File: config.mk
export PLATFORM = sky130hd
export DESIGN_NAME = uart_frame_loader
export DESIGN_NICKNAME = d
export VERILOG_FILES = /design/src/rtl/uart_frame_loader.sv
export SDC_FILE = /design/constraint.sdc
export NUM_CORES = 1
export LEC_CHECK = 0
export BUFFER_PORTS_ARGS = -buffer_cell sky130_fd_sc_hd__clkbuf_2
export CORE_MARGIN = 2
export CORE_UTILIZATION = 44
export CTS_CLUSTER_DIAMETER = 100
export DETAILED_ROUTE_END_ITERATION = 8
export GPL_ROUTABILITY_DRIVEN = 1
export MAX_ROUTING_LAYER = met4
export SKIP_LAST_GASP = 1
export SLEW_MARGIN = 20
export SYNTH_ARGS = -nofsm -noshare
export SYNTH_HDL_FRONTEND = slang
export SYNTH_SLANG_ARGS = --single-unit
File: constraint.sdc
create_clock -name clk -period 2.05 [get_ports clk]
set_input_delay 0.41 -clock clk [delete_from_list [all_inputs] [get_ports clk]]
set_output_delay 0.41 -clock clk [all_outputs]
set_load 0.005 [all_outputs]
File: src/rtl/uart_frame_loader.sv
// rtl/uart_frame_loader.sv - serial 8x8 RGB frame receiver and Wishbone row writer
module uart_frame_loader #(
   parameter int CLK_HZ         = 25_000_000,
   parameter int BAUD           = 115200,
   parameter int TIMEOUT_CYCLES = 250_000
) (
   input  logic        clk,
   input  logic        reset,
   input  logic        i_uart_rx,
   output logic        o_wb_cyc,
   output logic        o_wb_stb,
   output logic        o_wb_we,
   output logic [2:0]  o_wb_addr,
   output logic [3:0]  o_wb_sel,
   output logic [31:0] o_wb_wdata,
   input  logic        i_wb_ack,
   input  logic        i_wb_stall,
   input  logic [31:0] i_wb_rdata,
   output logic        o_frame_done,
   output logic        o_err
);

   localparam int CLKS_PER_BIT = CLK_HZ / BAUD;
   localparam int BIT_CNT_W    = $clog2(CLKS_PER_BIT + 1);
   localparam int TO_CNT_W     = $clog2(TIMEOUT_CYCLES + 1);

   localparam logic [BIT_CNT_W-1:0] HALF_LAST = BIT_CNT_W'(CLKS_PER_BIT / 2 - 1);
   localparam logic [BIT_CNT_W-1:0] FULL_LAST = BIT_CNT_W'(CLKS_PER_BIT - 1);
   localparam logic [TO_CNT_W-1:0]  TO_LAST   = TO_CNT_W'(TIMEOUT_CYCLES - 1);
   localparam logic [7:0]           SYNC_BYTE = 8'hA5;

   typedef enum logic [1:0] {RX_IDLE, RX_START, RX_BITS, RX_STOP} rx_state_t;
   typedef enum logic [2:0] {
      P_HUNT, P_DATA, P_CSUM, P_WLOAD, P_WSTB, P_WACK, P_WNEXT, P_WDONE
   } p_state_t;

   // read data is never consumed; this keeps the port visibly intentional
   logic unused_rdata;
   assign unused_rdata = ^i_wb_rdata;

   // ---------------------------------------------------------------- receiver
   logic                 rx_meta, rx_sync, rx_prev;
   rx_state_t            rx_state, rx_state_nxt;
   logic [BIT_CNT_W-1:0] rx_cnt;
   logic [2:0]           rx_bit_idx;
   logic [7:0]           rx_shift;
   logic                 rx_tick;
   logic                 rx_valid;
   logic                 rx_ferr;
   logic [7:0]           rx_byte;

   // two-flop synchronizer plus one delay tap for falling-edge detection
   always_ff @(posedge clk) begin
      if (reset) begin
         rx_meta <= 1'b1;
         rx_sync <= 1'b1;
         rx_prev <= 1'b1;
      end else begin
         rx_meta <= i_uart_rx;
         rx_sync <= rx_meta;
         rx_prev <= rx_sync;
      end
   end

   // start bit is checked at half a bit; every later sample is a full bit apart
   assign rx_tick = (rx_state == RX_START) ? (rx_cnt == HALF_LAST) : (rx_cnt == FULL_LAST);

   // receiver state register
   always_ff @(posedge clk) begin
      if (reset) rx_state <= RX_IDLE;
      else       rx_state <= rx_state_nxt;
   end

   // receiver next-state: a high line at mid-start means a glitch, not a byte
   always_comb begin
      rx_state_nxt = rx_state;
      case (rx_state)
         RX_IDLE:  if (rx_prev && !rx_sync) rx_state_nxt = RX_START;
         RX_START: if (rx_tick) rx_state_nxt = rx_sync ? RX_IDLE : RX_BITS;
         RX_BITS:  if (rx_tick && rx_bit_idx == 3'd7) rx_state_nxt = RX_STOP;
         RX_STOP:  if (rx_tick) rx_state_nxt = RX_IDLE;
         default:  rx_state_nxt = RX_IDLE;
      endcase
   end

   // receiver datapath: bit timer, LSB-first shifter, byte / framing-error pulses
   always_ff @(posedge clk) begin
      if (reset) begin
         rx_cnt     <= '0;
         rx_bit_idx <= 3'd0;
         rx_shift   <= 8'd0;
         rx_valid   <= 1'b0;
         rx_ferr    <= 1'b0;
         rx_byte    <= 8'd0;
      end else begin
         rx_valid <= 1'b0;
         rx_ferr  <= 1'b0;
         if (rx_state == RX_IDLE || rx_tick) rx_cnt <= '0;
         else                                rx_cnt <= rx_cnt + 1'b1;
         if (rx_state == RX_START) rx_bit_idx <= 3'd0;
         if (rx_state == RX_BITS && rx_tick) begin
            rx_shift   <= {rx_sync, rx_shift[7:1]};
            rx_bit_idx <= rx_bit_idx + 3'd1;
         end
         if (rx_state == RX_STOP && rx_tick) begin
            rx_valid <= rx_sync;
            rx_ferr  <= !rx_sync;
            rx_byte  <= rx_shift;
         end
      end
   end

   // ------------------------------------------------------ parser and writer
   p_state_t            p_state, p_state_nxt;
   logic [4:0]          byte_cnt;
   logic [7:0]          csum_acc;
   logic [TO_CNT_W-1:0] to_cnt;
   logic [2:0]          row;
   logic [31:0]         frame_buf [8];
   logic                in_frame, in_write, timeout_hit, csum_bad, last_row;

   assign in_frame    = (p_state == P_DATA) || (p_state == P_CSUM);
   assign in_write    = (p_state == P_WLOAD) || (p_state == P_WSTB) || (p_state == P_WACK) ||
                        (p_state == P_WNEXT) || (p_state == P_WDONE);
   assign timeout_hit = in_frame && !rx_valid && (to_cnt == TO_LAST);
   assign csum_bad    = (p_state == P_CSUM) && rx_valid && (rx_byte != csum_acc);
   assign last_row    = (row == 3'd7);

   // parser state register
   always_ff @(posedge clk) begin
      if (reset) p_state <= P_HUNT;
      else       p_state <= p_state_nxt;
   end

   // parser next-state: length-framed receive, then one word outstanding at a time
   always_comb begin
      p_state_nxt = p_state;
      case (p_state)
         P_HUNT:  if (rx_valid && rx_byte == SYNC_BYTE) p_state_nxt = P_DATA;
         P_DATA:  if (rx_ferr || timeout_hit)           p_state_nxt = P_HUNT;
                  else if (rx_valid && byte_cnt == 5'd31) p_state_nxt = P_CSUM;
         P_CSUM:  if (rx_ferr || timeout_hit)           p_state_nxt = P_HUNT;
                  else if (rx_valid)                    p_state_nxt = csum_bad ? P_HUNT : P_WLOAD;
         P_WLOAD: p_state_nxt = P_WSTB;
         P_WSTB:  if (!i_wb_stall) begin
                     if (i_wb_ack) p_state_nxt = last_row ? P_WDONE : P_WNEXT;
                     else          p_state_nxt = P_WACK;
                  end
         P_WACK:  if (i_wb_ack) p_state_nxt = last_row ? P_WDONE : P_WNEXT;
         P_WNEXT: p_state_nxt = P_WSTB;
         P_WDONE: p_state_nxt = P_HUNT;
         default: p_state_nxt = P_HUNT;
      endcase
   end

   // parser datapath: byte count, running checksum, idle timer, row pointer
   always_ff @(posedge clk) begin
      if (reset) begin
         byte_cnt <= 5'd0;
         csum_acc <= 8'd0;
         to_cnt   <= '0;
         row      <= 3'd0;
      end else begin
         if (p_state == P_HUNT) begin
            byte_cnt <= 5'd0;
            csum_acc <= 8'd0;
            row      <= 3'd0;
         end else if (p_state == P_DATA && rx_valid) begin
            byte_cnt <= byte_cnt + 5'd1;
            csum_acc <= csum_acc ^ rx_byte;
         end
         if (p_state_nxt == P_WNEXT) row <= row + 3'd1;
         if (in_frame && !rx_valid) to_cnt <= to_cnt + 1'b1;
         else                       to_cnt <= '0;
      end
   end

   // frame buffer: byte n lands in row n/4, first byte of a row in the low lane
   always_ff @(posedge clk) begin
      if (!reset && p_state == P_DATA && rx_valid)
         frame_buf[byte_cnt[4:2]][{byte_cnt[1:0], 3'b000} +: 8] <= rx_byte;
   end

   // bus and status outputs decoded from state; all error sources merge into one pulse
   always_comb begin
      o_wb_cyc     = (p_state == P_WSTB) || (p_state == P_WACK) || (p_state == P_WNEXT);
      o_wb_stb     = (p_state == P_WSTB);
      o_wb_we      = 1'b1;
      o_wb_sel     = 4'hF;
      o_wb_addr    = row;
      o_wb_wdata   = (p_state == P_WSTB) ? frame_buf[row] : 32'd0;
      o_frame_done = (p_state == P_WDONE);
      o_err        = rx_ferr || timeout_hit || csum_bad || (in_write && rx_valid);
   end

endmodule

==> flow_metrics.env <==
export IMPL_dp_hpwl_um=16500
export IMPL_status="finished, violations left"
export IMPL_worstMarginPinSlew_ps=767
export IMPL_crit_fanout=9
export IMPL_rsz0062_at_grt="yes"
export IMPL_ant_nets=0
export IMPL_core_region_area_um2=30300
export IMPL_gp_congestion=0.769
export IMPL_initial_core_util_pct=44.4
export IMPL_grt_pass1_wl_um=42000
export IMPL_avgSynthCellArea_um2=15.7
export IMPL_whs_path_depth=2
export IMPL_fill_cells=2473
export IMPL_finalCritPeriodShare_pct=122
export IMPL_crit_type="reg2out"
export IMPL_r2r_start="p_state[2]$_SDFF_PP0_"
export IMPL_drive_gt1_share_pct=28.1
export IMPL_core_rowCount=64
export IMPL_drv_slew=0
export IMPL_htree_num_levels=2
export IMPL_placed_area_um2=14600
export IMPL_finalSetupViolations=34
export IMPL_vias=7280
export IMPL_synth_distinct_cells=60
export IMPL_hold_viol=0
export IMPL_hold_path_class="in2reg"
export IMPL_port_buffers=43
export IMPL_reg2reg_depth=7
export IMPL_total_leakage_power_nw=5.22
export IMPL_power_density_nw_per_um2=848
export IMPL_root_buffer="clkbuf_16"
export IMPL_grt_max_degree=33
export IMPL_async_flop_share_pct=0
export IMPL_clk_pin_slew_ps=60
export IMPL_yosys_warnings=0
export IMPL_wire_per_inst_um=19.5
export IMPL_cts_sinks=330
export IMPL_critical_path_arrival_ps=2090
export IMPL_final_common_cell="edfxtp_1"
export IMPL_cts_buffer_depth=3
export IMPL_final_cells=1412
export IMPL_violations="setup timing"
export IMPL_grtUsageTotal_pct=18.2
export IMPL_skew_ps=7.16
export IMPL_synth_cells=857
export IMPL_fin_ws_ps=-451
export IMPL_cts_tree="done"
export IMPL_irDropWorstVdd_mv=0.623
export IMPL_synth_area_um2=13500
export IMPL_maxCapViolCount=0
export IMPL_wirelength_um=27600
export IMPL_max_slew_margin_pct=48.9
export IMPL_final_nets=1040
export IMPL_ys_seq_area_share_pct=68.0
export IMPL_final_area_um2=16200
export IMPL_hp_start="i_uart_rx"
export IMPL_dieWidth_um=179
export IMPL_remaining_drc_errors=0
export IMPL_first_pass_iters=5
export IMPL_most_common_layout_cells="edfxtp_1, nor2_1, buf_4, dfxtp_1, mux4_2"
export IMPL_cp_end_kind="output port"
export IMPL_synth_edf_count=256
export IMPL_clk_latency_ps=510
export IMPL_antenna_found_initial=3
export IMPL_max_clock_freq_mhz=400
export IMPL_fin_crit_ps=2500
export IMPL_dp_cells=1332
export IMPL_drt_iter0_markers=538
export IMPL_synth_seq_cells=330
export IMPL_critical_path_required_ps=1640
export IMPL_die_h_um=179
export IMPL_syn_to_final_growth_pct=20.0
export IMPL_via_per_inst=5.16
export IMPL_ys_flop_type="edfxtp_1"
export IMPL_num_io_pins=81
export IMPL_numCtsBuffers=37
export IMPL_grt_overflow=0
export IMPL_num_antenna_cells=0
export IMPL_grt_pass1_vias=7252
export IMPL_r2r_slack_ps=160
export IMPL_startpoint_type="flop"
export IMPL_fp_dieArea_um2=32100
-- routing by layer --
| layer | vias up | part of all wire (%) | track usage, % |
|---|---|---|---|
| met5 | - | 0 | - |
| met4 | 0 | 1.7 | 4.51 |
| met3 | 45 | 4.1 | 2.88 |
| met2 | 125 | 50 | 29.7 |
| met1 | 3615 | 45 | 24.2 |
| li1 | 3495 | - | - |
-- cells in the mapped netlist (all sizes together) (2+ instances only) --
cell	number	area, um2
and4	3	26.3
xnor2	20	175
nand2	41	164
mux4	64	1440
or3b	2	17.5
a32o	4	40.0
nor2	133	514
and3	6	37.5
a31oi	2	12.5
inv	5	18.8
buf	31	214
edfxtp	256	7690
or2	3	18.8
nand4	10	68.8
nor4	3	33.8
o21ai	4	20.0
nor2b	2	12.5
clkbuf	12	45.0
a22o	2	17.5
xor2	22	193
nand2b	2	12.5
ha	12	150
nor3b	4	30.0
and2	36	226
nor3	4	30.0
nand3	19	95.1
nand4b	2	17.5
dfxtp	74	1480
mux2i	43	430
a21oi	13	65.1
nand3b	6	45.0
-- path summary, 6_finish.rpt --
| path | to |
|---|---|
| max | o_wb_wdata[13] |
| min | rx_meta$_SDFF_PP1_ |
| max reg2reg | frame_buf[3][7]$_DFFE_PP_ |
| min reg2reg | rx_sync$_SDFF_PP1_ |
-- stage by stage --
stage | worst slack [ps] | power, W | hold WS [ps] | utilization [%] | setup TNS, ps
2_1_floorplan | 135 | 0.00729 | 389 | - | 0
3_3_place_gp | 17.7 | 0.00729 | 394 | 48.3 | 0
3_5_place_dp | 21.4 | 0.00729 | 399 | 48.3 | 0
4_1_cts | -495 | 0.0139 | 58.6 | 52.9 | -14450
5_1_grt | -541 | 0.0142 | 65.5 | 53.3 | -16440
6_report | -451 | 0.0137 | 80.0 | 53.3 | -13000
-- sequential cells by signal (all words and copies together), names as in the netlist, 3 cells and up, named ones only --
register / count
frame_buf: 256
rx_shift: 8
p_state: 3
byte_cnt: 5
csum_acc: 8
to_cnt: 18
rx_bit_idx: 3
o_wb_addr: 3
rx_cnt: 8
rx_byte: 8
-- kinds of logic (layout without fill, tap and decap cells) --
logic type | after synthesis | in the layout | share of synthesized area, %
other | 1 | 5 | 0.0278
xor gates and xnor gates | 42 | 42 | 2.73
and+or+nand+nor | 282 | 282 | 10.4
muxes | 108 | 108 | 14.0
buffers and inverters | 49 | 204 | 2.09
adders and majority gates | 12 | 12 | 1.11
AOI/OAI and AO/OA | 33 | 33 | 1.73
DFF | 330 | 330 | 68.0
-- critical path: stages (launching register included) --
cell      delay [ps]
dfxtp_4          390
buf_12           170
buf_12           140
mux4_2           500
mux2i_1          200
nor2_1            60
clkbuf_2         110
-- cell type report --
cell class	count	area, um2	area share [%]
Clock buffer	45	956	5.91
Clock inverter	19	250	1.55
Inverter	6	27.5	0.170
Multi-Input combinational cell	482	4100	25.3
Sequential cell	330	9190	56.8
Tap cell	396	495	3.06
Timing Repair Buffer	134	1170	7.22
-- power breakdown --
| group | leakage [nW] | internal, W | switching [W] | total [W] |
|---|---|---|---|---|
| Clock | 0.587 | 0.00407 | 0.00251 | 0.00658 |
| Combinational | 1.85 | 0.0000117 | 0.0000231 | 0.0000347 |
| Sequential | 2.78 | 0.00711 | 0.00000612 | 0.00711 |
-- timing repair --
| action | 4_1_cts | 5_1_grt |
|---|---|---|
| buffers inserted | 7 | 4 |
| endpoints found under the setup margin | 34 | 34 |
| hold buffers | 0 | 0 |
| hold endpoints to repair | 0 | 0 |
| pin swaps | 2 | 1 |
| cloned | 2 | 3 |
| resized for setup | 26 | 5 |
Power figures use the tool's default switching activity.
